`src/rtl/seq_det_pkg.sv`:
```
// Shared definitions for the serial pattern detectors.
// State encoding, default sizing constants and the FSM state type.
package seq_det_pkg;

    // State encoding shared by the serial detectors
    localparam logic [1:0] IDLE  = 2'd0;
    localparam logic [1:0] SEEN1 = 2'd1;
    localparam logic [1:0] COUNT = 2'd2;

    typedef enum logic [1:0] {
        ST_IDLE  = IDLE,
        ST_SEEN1 = SEEN1,
        ST_COUNT = COUNT
    } gsd_state_e;

    // Default sizing
    localparam int GSD_MAX_GAP = 8;
    localparam int GSD_HIT_W   = 8;

endpackage : seq_det_pkg

```
`src/rtl/gap_counter.sv`:
```
// Loadable up-counter with a terminal compare against a run-time limit.
// load has priority over en; eq reflects the registered count.
module gap_counter #(
    parameter int W = 4
) (
    input  logic         clk,
    input  logic         rst,
    input  logic         load,
    input  logic [W-1:0] load_val,
    input  logic         en,
    input  logic [W-1:0] limit,
    output logic [W-1:0] cnt,
    output logic         eq
);

    logic [W-1:0] cnt_q;
    logic [W-1:0] cnt_d;

    // Next count: load wins, otherwise increment when enabled
    always_comb begin
        cnt_d = cnt_q;
        if (load) begin
            cnt_d = load_val;
        end else if (en) begin
            cnt_d = cnt_q + W'(1);
        end
    end

    // Count register
    always_ff @(posedge clk or posedge rst) begin
        if (rst) begin
            cnt_q <= '0;
        end else begin
            cnt_q <= cnt_d;
        end
    end

    assign cnt = cnt_q;
    assign eq  = (cnt_q == limit);

endmodule : gap_counter

```
`src/rtl/gap_sequence_detector.sv`:
```
// Detects "1, exactly G zeros, 1" on a qualified serial input, with
// overlapping matches and a registered one-cycle hit pulse on y.
// G comes from gap_len, clamped to MAX_GAP, and is latched on the first
// zero after a 1 so a pattern in flight is immune to later gap_len changes.
// Optional feature macro: GSD_HIT_COUNT_EN adds a saturating hit_count.
module gap_sequence_detector
    import seq_det_pkg::*;
#(
    parameter int MAX_GAP = GSD_MAX_GAP,
`ifdef GSD_HIT_COUNT_EN
    parameter int HIT_W = GSD_HIT_W,
`endif
    localparam int CNT_W = $clog2(MAX_GAP + 1)
) (
    input  logic             clk,
    input  logic             rst,
    input  logic             in_valid,
    input  logic             j,
    input  logic [CNT_W-1:0] gap_len,
    output logic             busy,
`ifdef GSD_HIT_COUNT_EN
    output logic [HIT_W-1:0] hit_count,
`endif
    output logic             y
);

    gsd_state_e       state_q;
    gsd_state_e       state_d;
    logic [CNT_W-1:0] gap_lat_q;
    logic [CNT_W-1:0] gap_lat_d;
    logic             y_q;
    logic             y_d;

    logic             cnt_load;
    logic             cnt_en;
    logic [CNT_W-1:0] zcnt;
    logic             zcnt_eq;
    logic [CNT_W-1:0] gap_clamped;

    // Requested gap limited to what the counter supports
    always_comb begin
        gap_clamped = gap_len;
        if (gap_len > CNT_W'(MAX_GAP)) begin
            gap_clamped = CNT_W'(MAX_GAP);
        end
    end

    // Zero counter; zcnt never passes gap_lat because COUNT leaves on equality
    gap_counter #(
        .W (CNT_W)
    ) u_gap_counter (
        .clk      (clk),
        .rst      (rst),
        .load     (cnt_load),
        .load_val (CNT_W'(1)),
        .en       (cnt_en),
        .limit    (gap_lat_q),
        .cnt      (zcnt),
        .eq       (zcnt_eq)
    );

    // Next-state, gap latch, counter control and hit decode on valid samples
    always_comb begin
        state_d   = state_q;
        gap_lat_d = gap_lat_q;
        y_d       = 1'b0;
        cnt_load  = 1'b0;
        cnt_en    = 1'b0;
        if (in_valid) begin
            case (state_q)
                ST_IDLE: begin
                    if (j) begin
                        state_d = ST_SEEN1;
                    end
                end
                ST_SEEN1: begin
                    if (j) begin
                        // Adjacent ones are a zero-length gap
                        y_d = (gap_len == '0);
                    end else begin
                        gap_lat_d = gap_clamped;
                        if (gap_clamped == '0) begin
                            state_d = ST_IDLE;
                        end else begin
                            state_d  = ST_COUNT;
                            cnt_load = 1'b1;
                        end
                    end
                end
                ST_COUNT: begin
                    if (j) begin
                        // Closing 1 also opens the next pattern
                        state_d = ST_SEEN1;
                        y_d     = zcnt_eq;
                    end else if (zcnt_eq) begin
                        state_d = ST_IDLE;
                    end else begin
                        cnt_en = 1'b1;
                    end
                end
                default: begin
                    state_d = ST_IDLE;
                end
            endcase
        end
    end

    // FSM, gap latch and hit pulse registers
    always_ff @(posedge clk or posedge rst) begin
        if (rst) begin
            state_q   <= ST_IDLE;
            gap_lat_q <= '0;
            y_q       <= 1'b0;
        end else begin
            state_q   <= state_d;
            gap_lat_q <= gap_lat_d;
            y_q       <= y_d;
        end
    end

    assign busy = (state_q != ST_IDLE);
    assign y    = y_q;

`ifdef GSD_HIT_COUNT_EN
    logic [HIT_W-1:0] hit_count_q;
    logic [HIT_W-1:0] hit_count_d;

    // Saturating count of hits, advanced together with the y pulse
    always_comb begin
        hit_count_d = hit_count_q;
        if (y_d && (hit_count_q != {HIT_W{1'b1}})) begin
            hit_count_d = hit_count_q + HIT_W'(1);
        end
    end

    // Hit counter register, cleared only by reset
    always_ff @(posedge clk or posedge rst) begin
        if (rst) begin
            hit_count_q <= '0;
        end else begin
            hit_count_q <= hit_count_d;
        end
    end

    assign hit_count = hit_count_q;
`endif

endmodule : gap_sequence_detector

```
`config.mk`:
```
export PLATFORM = sky130hd
export DESIGN_NAME = gap_sequence_detector
export DESIGN_NICKNAME = d
export VERILOG_FILES = /design/src/rtl/seq_det_pkg.sv /design/src/rtl/gap_counter.sv /design/src/rtl/gap_sequence_detector.sv
export SDC_FILE = /design/constraint.sdc
export NUM_CORES = 1
export LEC_CHECK = 0
export CAP_MARGIN = 0
export CELL_PAD_IN_SITES_DETAIL_PLACEMENT = 1
export CELL_PAD_IN_SITES_GLOBAL_PLACEMENT = 2
export CORE_MARGIN = 2
export CORE_UTILIZATION = 29
export DETAILED_ROUTE_END_ITERATION = 12
export GPL_ROUTABILITY_DRIVEN = 0
export GPL_TIMING_DRIVEN = 0
export PLACE_DENSITY = 0.74
export SETUP_SLACK_MARGIN = 0.15
export SYNTH_ARGS = -nofsm -noshare
export SYNTH_HDL_FRONTEND = slang
export SYNTH_HIERARCHICAL = 1
export SYNTH_SLANG_ARGS = --single-unit
export TNS_END_PERCENT = 50
```
`constraint.sdc`:
```
create_clock -name clk -period 1.84 [get_ports clk]
set_clock_uncertainty 0.1 [all_clocks]
set_input_delay 0.368 -clock clk [delete_from_list [all_inputs] [get_ports clk]]
set_output_delay 0.368 -clock clk [all_outputs]
set_load 0.03 [all_outputs]
```
==> impl_metrics.yaml, run 1 <==
run_status:
  outcome: "complete, but fails checks"
  violations: "setup timing"
layout:
  area_growth_pct: 35.44
  antenna_cells: 0
  layout-drive-gt1-share_pct: 28.41
  fillers: 267
  nets: 102
  instances_no_fill: 116
grt:
  grt_start_max_net_pins: 9
  antenna_found_initial: 0
  grt_pass1_wl_microns: 2449
  grt_overflow: 0
  grt_use_total_pct: 12.66
  grt_pass1_vias: 553
clock_network:
  cts.hold.buffers_added: 0
  clockBufferDepth: 2
  cts.clk_slew.worst_paths_ns: 0.08
  clock_latency_ns: 0.27
  cts_max_level: 1
  cts_sinks: 11
  root_buffer: "clkbuf_4"
  cts_made_buffers: 3
  cts_tree: "built"
die:
  start_util_pct: 30.98
  die_x_microns: 52.85
  core_area_sq_um: 2233
  fp.dieArea_sq_um: 2793
  fp.dieH_microns: 52.85
  rows: 17
  ios: 10
routing:
  wl_met1_microns: 675
  drt_iter0_drc: 5
  wire_per_inst_microns: 12.46
  wl_met2_microns: 699
  drc: 0
  vias: 503
  first_pass_iters: 4
  dr_wl_met3_microns: 54
  top_layer_used: "met4"
  postRouteWirelength_microns: 1445
  ant_nets: 0
  drt-vias-per-instance: 4.336
logic_synthesis:
  synthDistinctLibCells: 23
  ys_warn_count: 6
  synth_seq_cells: 11
  synth_area_sq_um: 691.9
  yosysSeqAreaShare_pct: 39.78
  synth.avg_cell_area_sq_um: 10.33
  syn_inst: 67
setup_path:
  critPathArrivalTime_ns: 1.92
  worstSetupEndpointType: "flip-flop"
  critPathRequiredTime_ns: 1.90
  cpPeakStageDelay_ns: 0.42
  crit_type: "flip-flop to flip-flop"
  path_cells: "xor2_2, nor4_4, nor2b_2, and3b_2, nand4_2, xnor2_1, mux2_2"
  critPathMaxFanout: 4
  start_kind: "flip-flop"
  cpMaxStageDelayCell: "dfrtp_1"
power_and_ir_drop:
  p_comb_share_pct: 52.9
  power.share.switching_pct: 40.48
  power.total_mw: 1.285
  p_switching_mw: 0.5202
  seqPwrFrac_pct: 33.7
  p_int_mw: 0.7651
  irDropWorstVdd_mv: 0.7122
  p_leak_nw: 0.4302
  power_density_nw_per_um2: 1372
  p_clk_share_pct: 13.4
timing:
  min_period_ns: 1.859
  setup_violations: 1
  timing.setup.tns_ns: -0.01917
  fin_crit_sh_pct: 101.0
  setup_slack_ns: -0.01917
  drv_slew: 0
  hold_viol: 0
  rsz0062_at_grt: "yes"
  max_freq_mhz: 537.9
placement:
  portBuffers: 9
  dp_hpwl_microns: 1087
  dp_cells: 106
flow_run:
  max-cap-violations: 0
min_path:
  hold_path_class: "input port to async pin"
-- sequential cells by signal, indices dropped and copies added, names as in the netlist --
signal             flops
gap_lat_q              4
state_q                2
u_gap_counter/cnt      4
y                      1
-- worst paths after layout --
kind,cells past startpoint,start,slack (ns),to
worst max-delay path,7,gap_lat_q[1],-0.02,u_gap_counter/cnt[3]
worst min-delay path,2,rst,0.21,u_gap_counter/cnt[3]
worst max register to register,7,gap_lat_q[1],-0.02,u_gap_counter/cnt[3]
worst min register to register,2,gap_lat_q[0],0.42,gap_lat_q[0]
max in group asynchronous,2,rst,1.16,gap_lat_q[2]
min in group clk,2,gap_lat_q[0],0.42,gap_lat_q[0]
-- power by group through the flow --
stage / Combinational (mW) / Sequential, mW / Clock [mW]
after CTS: 0.619 / 0.427 / 0.180
final: 0.680 / 0.433 / 0.172
after global placement: 0.486 / 0.441 / 0
after global routing: 0.766 / 0.449 / 0.187
after detailed placement: 0.502 / 0.445 / 0
after floorplan: 0.374 / 0.423 / 0
-- metal layers --
metal	vias to the layer above	track usage [%]
met1	233	15.29
met2	9	20.21
met4	0	7.692
met5	-	0
met3	2	2.857
li1	259	-
-- per-stage QoR --
stage	hold slack [ns]	setup WS, ns	cell area, sq um	util, %
after global routing	0.2265	-0.1211	937.1	41.96
after global placement	0.3942	-0.3168	825.8	36.97
after CTS	0.2056	-0.04182	907.1	40.62
final	0.2120	-0.01917	937.1	41.96
after floorplan	0.03408	0.0006877	700.7	-
after detailed placement	0.3905	-0.3166	825.8	36.97
-- layout by cell type, fill, tap and decap left out --
cell,instances
dlygate4sd2_1,1
and3b_2,1
xor2_2,1
clkbuf_4,3
clkdlybuf4s15_2,1
nand2_1,9
o21ai_1,3
xnor2_1,1
nor4_2,1
dfrtp_1,9
mux2i_1,3
nand3_1,1
o32ai_1,1
nand4_2,1
dfrtp_2,2
nand3b_1,1
nor4_4,1
or3b_1,1
nand3b_4,1
nor2_1,2
ha_1,4
nor2_2,1
mux2_2,2
ha_2,1
xnor2_2,1
conb_1,4
clkbuf_1,1
inv_1,5
xor2_1,4
clkdlybuf4s50_1,7
nor2b_2,1
nor4b_4,1
nand2b_1,3
buf_4,6
o21ai_0,3
-- final cells by class --
cell class / instances / area (sq um) / area share [%]
inverter: 5 / 18.77 / 2.003
tap: 28 / 35.03 / 3.738
multi-input combinational: 53 / 444.2 / 47.40
timing repair buffer: 15 / 135.1 / 14.42
sequential: 11 / 277.8 / 29.64
clock buffer: 4 / 26.28 / 2.804
-- cell usage after synthesis --
| cell | number | area share [%] |
|---|---|---|
| dfrtp_1 | 11 | 40 |
| nand2_1 | 9 | 4.9 |
| o21ai_0 | 6 | 4.3 |
| ha_1 | 5 | 9.0 |
| inv_1 | 5 | 2.7 |
| xor2_1 | 5 | 6.3 |
| mux2i_1 | 3 | 4.3 |
| nand2b_1 | 3 | 2.7 |
| nor2_1 | 3 | 1.6 |
| conb_1 | 2 | 1.1 |
| mux2_2 | 2 | 3.3 |
| xnor2_1 | 2 | 2.5 |
| and3b_1 | 1 | 1.3 |
| nand3_1 | 1 | 0.72 |
| nand3b_1 | 1 | 1.1 |
| nand3b_4 | 1 | 2.9 |
| nand4_2 | 1 | 1.8 |
| nor2b_1 | 1 | 0.90 |
| nor4_1 | 1 | 0.90 |
| nor4_2 | 1 | 1.8 |
| nor4b_4 | 1 | 3.4 |
| o32ai_1 | 1 | 1.3 |
| or3b_1 | 1 | 1.3 |
-- worst max-delay path: cells and delay by family, from the launching register on --
kind | cells | cell delay, ns
muxes | 1 | 0.26
xor gates and xnor gates | 2 | 0.26
and+or+nand+nor | 4 | 0.70
DFF | 1 | 0.42
-- cells by family (layout without fill, tap and decap cells) --
kind of cell | after synthesis | count (layout) | synth area share [%]
XOR/XNOR | 7 | 7 | 8.861
other | 2 | 4 | 1.085
AND/OR/NAND/NOR | 25 | 25 | 25.32
multiplexers | 5 | 5 | 7.595
AO/OA/AOI/OAI | 7 | 7 | 5.606
flip-flops | 11 | 11 | 39.78
adder cells (fa/ha/maj) | 5 | 5 | 9.042
buffers and inverters | 5 | 24 | 2.713
-- timing repair --
item                       CTS  global route
gates cloned                 0             0
pin swaps                    3             1
gates resized for setup     10             5
setup endpoints to repair    8             7
buffers inserted             5             1
(Power assumes the default switching activity.)
==> inputs of run 2 (changes only) <==
- ABC_CLOCK_PERIOD_IN_PS: not set -> 1840
==> results of run 2 <==
Same layout as run 1: the final DEF is identical, and so are final timing and power.
==> inputs of run 3 (changes only) <==
- PLACE_DENSITY: 0.74 -> 0.75
- SYNTH_HIERARCHICAL: 1 -> not set
==> run 3 against run 2 <==
Effect of this change:
- the flow now finishes without violations
- first-iteration DRC count shrank 40%
- routed wire length fell by 7.7%
- global-route usage is 1.9 points lower
==> impl_metrics.yaml, run 3 <==
logic_synthesis:
  synth_ff_type: "dfrtp_1"
  synth_most_common_cell: "dfrtp_1"
  synthTopCellsByCount: "dfrtp_1, nand2_1"
  synthTopCellsByArea: "dfrtp_1, ha_1, xnor2_1"
  ys_warn_count: 0
  synth-async-reset-ratio_pct: 100.0
  syn_inst: 64
  yosysSeqAreaShare_pct: 42.39
  synth_edf_count: 0
  synth_area_sq_um: 649.4
  synth_top_area_cell: "dfrtp_1"
  yosys.area.top_type_share_pct: 42.39
  synth.avg_cell_area_sq_um: 10.15
  synth_nets: 77
  synth_seq_cells: 11
  synthDistinctLibCells: 21
grt:
  antenna_found_initial: 0
  grt_pass1_wl_microns: 2076
  grt_use_total_pct: 10.78
  grt_start_max_net_pins: 12
  grt_overflow: 0
  grt_pass1_vias: 461
die:
  rows: 17
  fp.dieArea_sq_um: 2634
  start_util_pct: 29.93
  core_area_sq_um: 2170
  die_x_microns: 51.32
  fp.dieH_microns: 51.32
  ios: 10
timing:
  min_period_ns: 1.645
  setup_violations: 0
  setup_slack_ns: 0.1949
  whs_ns: 0.2926
  hold_viol: 0
  drv_slew: 0
  tightest_slew_ns: 0.4294
  max_freq_mhz: 607.9
  fin_crit_sh_pct: 89.41
  slew_headroom_pct: 71.34
  rsz0062_at_grt: "yes"
routing:
  wire_per_inst_microns: 12.02
  drc: 0
  drt_iter0_drc: 3
  ant_nets: 0
  postRouteWirelength_microns: 1334
  drt-vias-per-instance: 4.586
  vias: 509
  first_pass_iters: 3
layout:
  layout_commonest_cell: "dfrtp_1"
  final_cell_mix: "dfrtp_1, nand2_1, buf_4"
  nets: 97
  area_growth_pct: 36.80
  layout-drive-gt1-share_pct: 21.69
  antenna_cells: 0
setup_path:
  path_cells: "inv_2, ha_1, inv_1, buf_4"
  worstSetupEndpointType: "output port"
  r2r_slack_ns: 0.20
  critPathRequiredTime_ns: 1.37
  cpPeakStageDelay_ns: 0.42
  start_kind: "flip-flop"
  critPathMaxFanout: 3
  cpMaxStageDelayCell: "dfrtp_1"
  crit_type: "flip-flop to output port"
  critPathArrivalTime_ns: 1.18
placement:
  dp_slack_ns: -0.1311
  portBuffers: 9
  dp_hpwl_microns: 964.7
power_and_ir_drop:
  power_density_nw_per_um2: 1331
  p_leak_nw: 0.4182
  irDropWorstVdd_mv: 0.5837
clock_network:
  clock_latency_ns: 0.27
  cts_tree: "built"
  cts_sinks: 11
  clockBufferDepth: 2
  cts_max_level: 1
  root_buffer: "clkbuf_4"
  cts.clk_slew.worst_paths_ns: 0.07
  cts_made_buffers: 3
run_status:
  outcome: "finished clean"
min_path:
  hold_path_class: "input port to async pin"
flow_run:
  max-cap-violations: 0
run 3: cell types whose count changed after synthesis, sizes merged, moves of 2 or more:
| cell | previous run | this run |
|---|---|---|
| nand2b | 3 | 6 |
| xnor2 | 2 | 5 |
| nor4 | 2 | 0 |
| nor2 | 3 | 0 |
| xor2 | 5 | 0 |
| conb | 2 | 0 |
| o21ai | 6 | 4 |
run 3: repair_timing:
| action | in CTS | in global routing |
|---|---|---|
| pin swaps | 0 | 1 |
| resized for setup | 6 | 11 |
| hold buffers | 0 | 0 |
| endpoints found under the setup margin | 4 | 6 |
| cloned | 0 | 0 |
| setup buffers | 0 | 6 |
run 3: metrics by stage:
step / area, sq um / power [mW] / TNS, ns / cells / util (%)
final: 888.4 / 1.183 / 0 / 111 / 40.95
after global routing: 888.4 / 1.287 / 0 / 111 / 40.95
after CTS: 794.5 / 1.055 / 0 / 105 / 36.62
after detailed placement: 774.5 / 0.8895 / -0.4796 / 101 / 35.70
after global placement: 774.5 / 0.8767 / -0.4034 / 101 / 35.70
after floorplan: 649.4 / 0.7549 / 0 / 64 / -
run 3: final timing paths:
check | from | to | cells past startpoint
max | state_q[1] | busy | 4
min | rst | y | 2
max reg2reg | u_gap_counter.cnt[2] | state_q[1] | 4
min reg2reg | gap_lat_q[2] | gap_lat_q[2] | 2
max in group asynchronous | rst | u_gap_counter.cnt[0] | 2
min in group clk | j | y | 2
run 3: cell families (layout without fill, tap and decap cells):
group	count (synthesis)	in the layout	share of synthesized area (%)
buf+inv	5	24	2.890
fa+ha+maj	5	5	9.634
xor+xnor	5	5	6.743
mux	5	5	7.900
flops	11	11	42.39
compound gates	9	9	9.635
simple gates	24	24	20.81
run 3: critical path, delay by kind of cell (launching register included):
family     cells  cell delay, ns
fa+ha+maj      1            0.19
buf+inv        3            0.29
flops          1            0.42
run 3: area by class of cell:
cell class                 instances  area, sq um
fill                             263         1281
clock buffer                       4        26.28
tap                               28        35.03
multi-input combinational         48        399.1
timing repair buffer              15        133.9
inverter                           5        18.77
sequential                        11        275.3
run 3: power by group:
part | total (mW) | internal, mW | switching, mW
combinational | 0.574 | 0.280 | 0.294
clock | 0.170 | 0.0841 | 0.0855
sequential | 0.439 | 0.335 | 0.104
total | 1.18 | 0.699 | 0.484
run 3: layer usage:
metal	GRT usage, %	wire length (microns)
met5	0	0
met4	2.632	10
met3	4.386	46
met2	17.10	642
met1	13.66	635
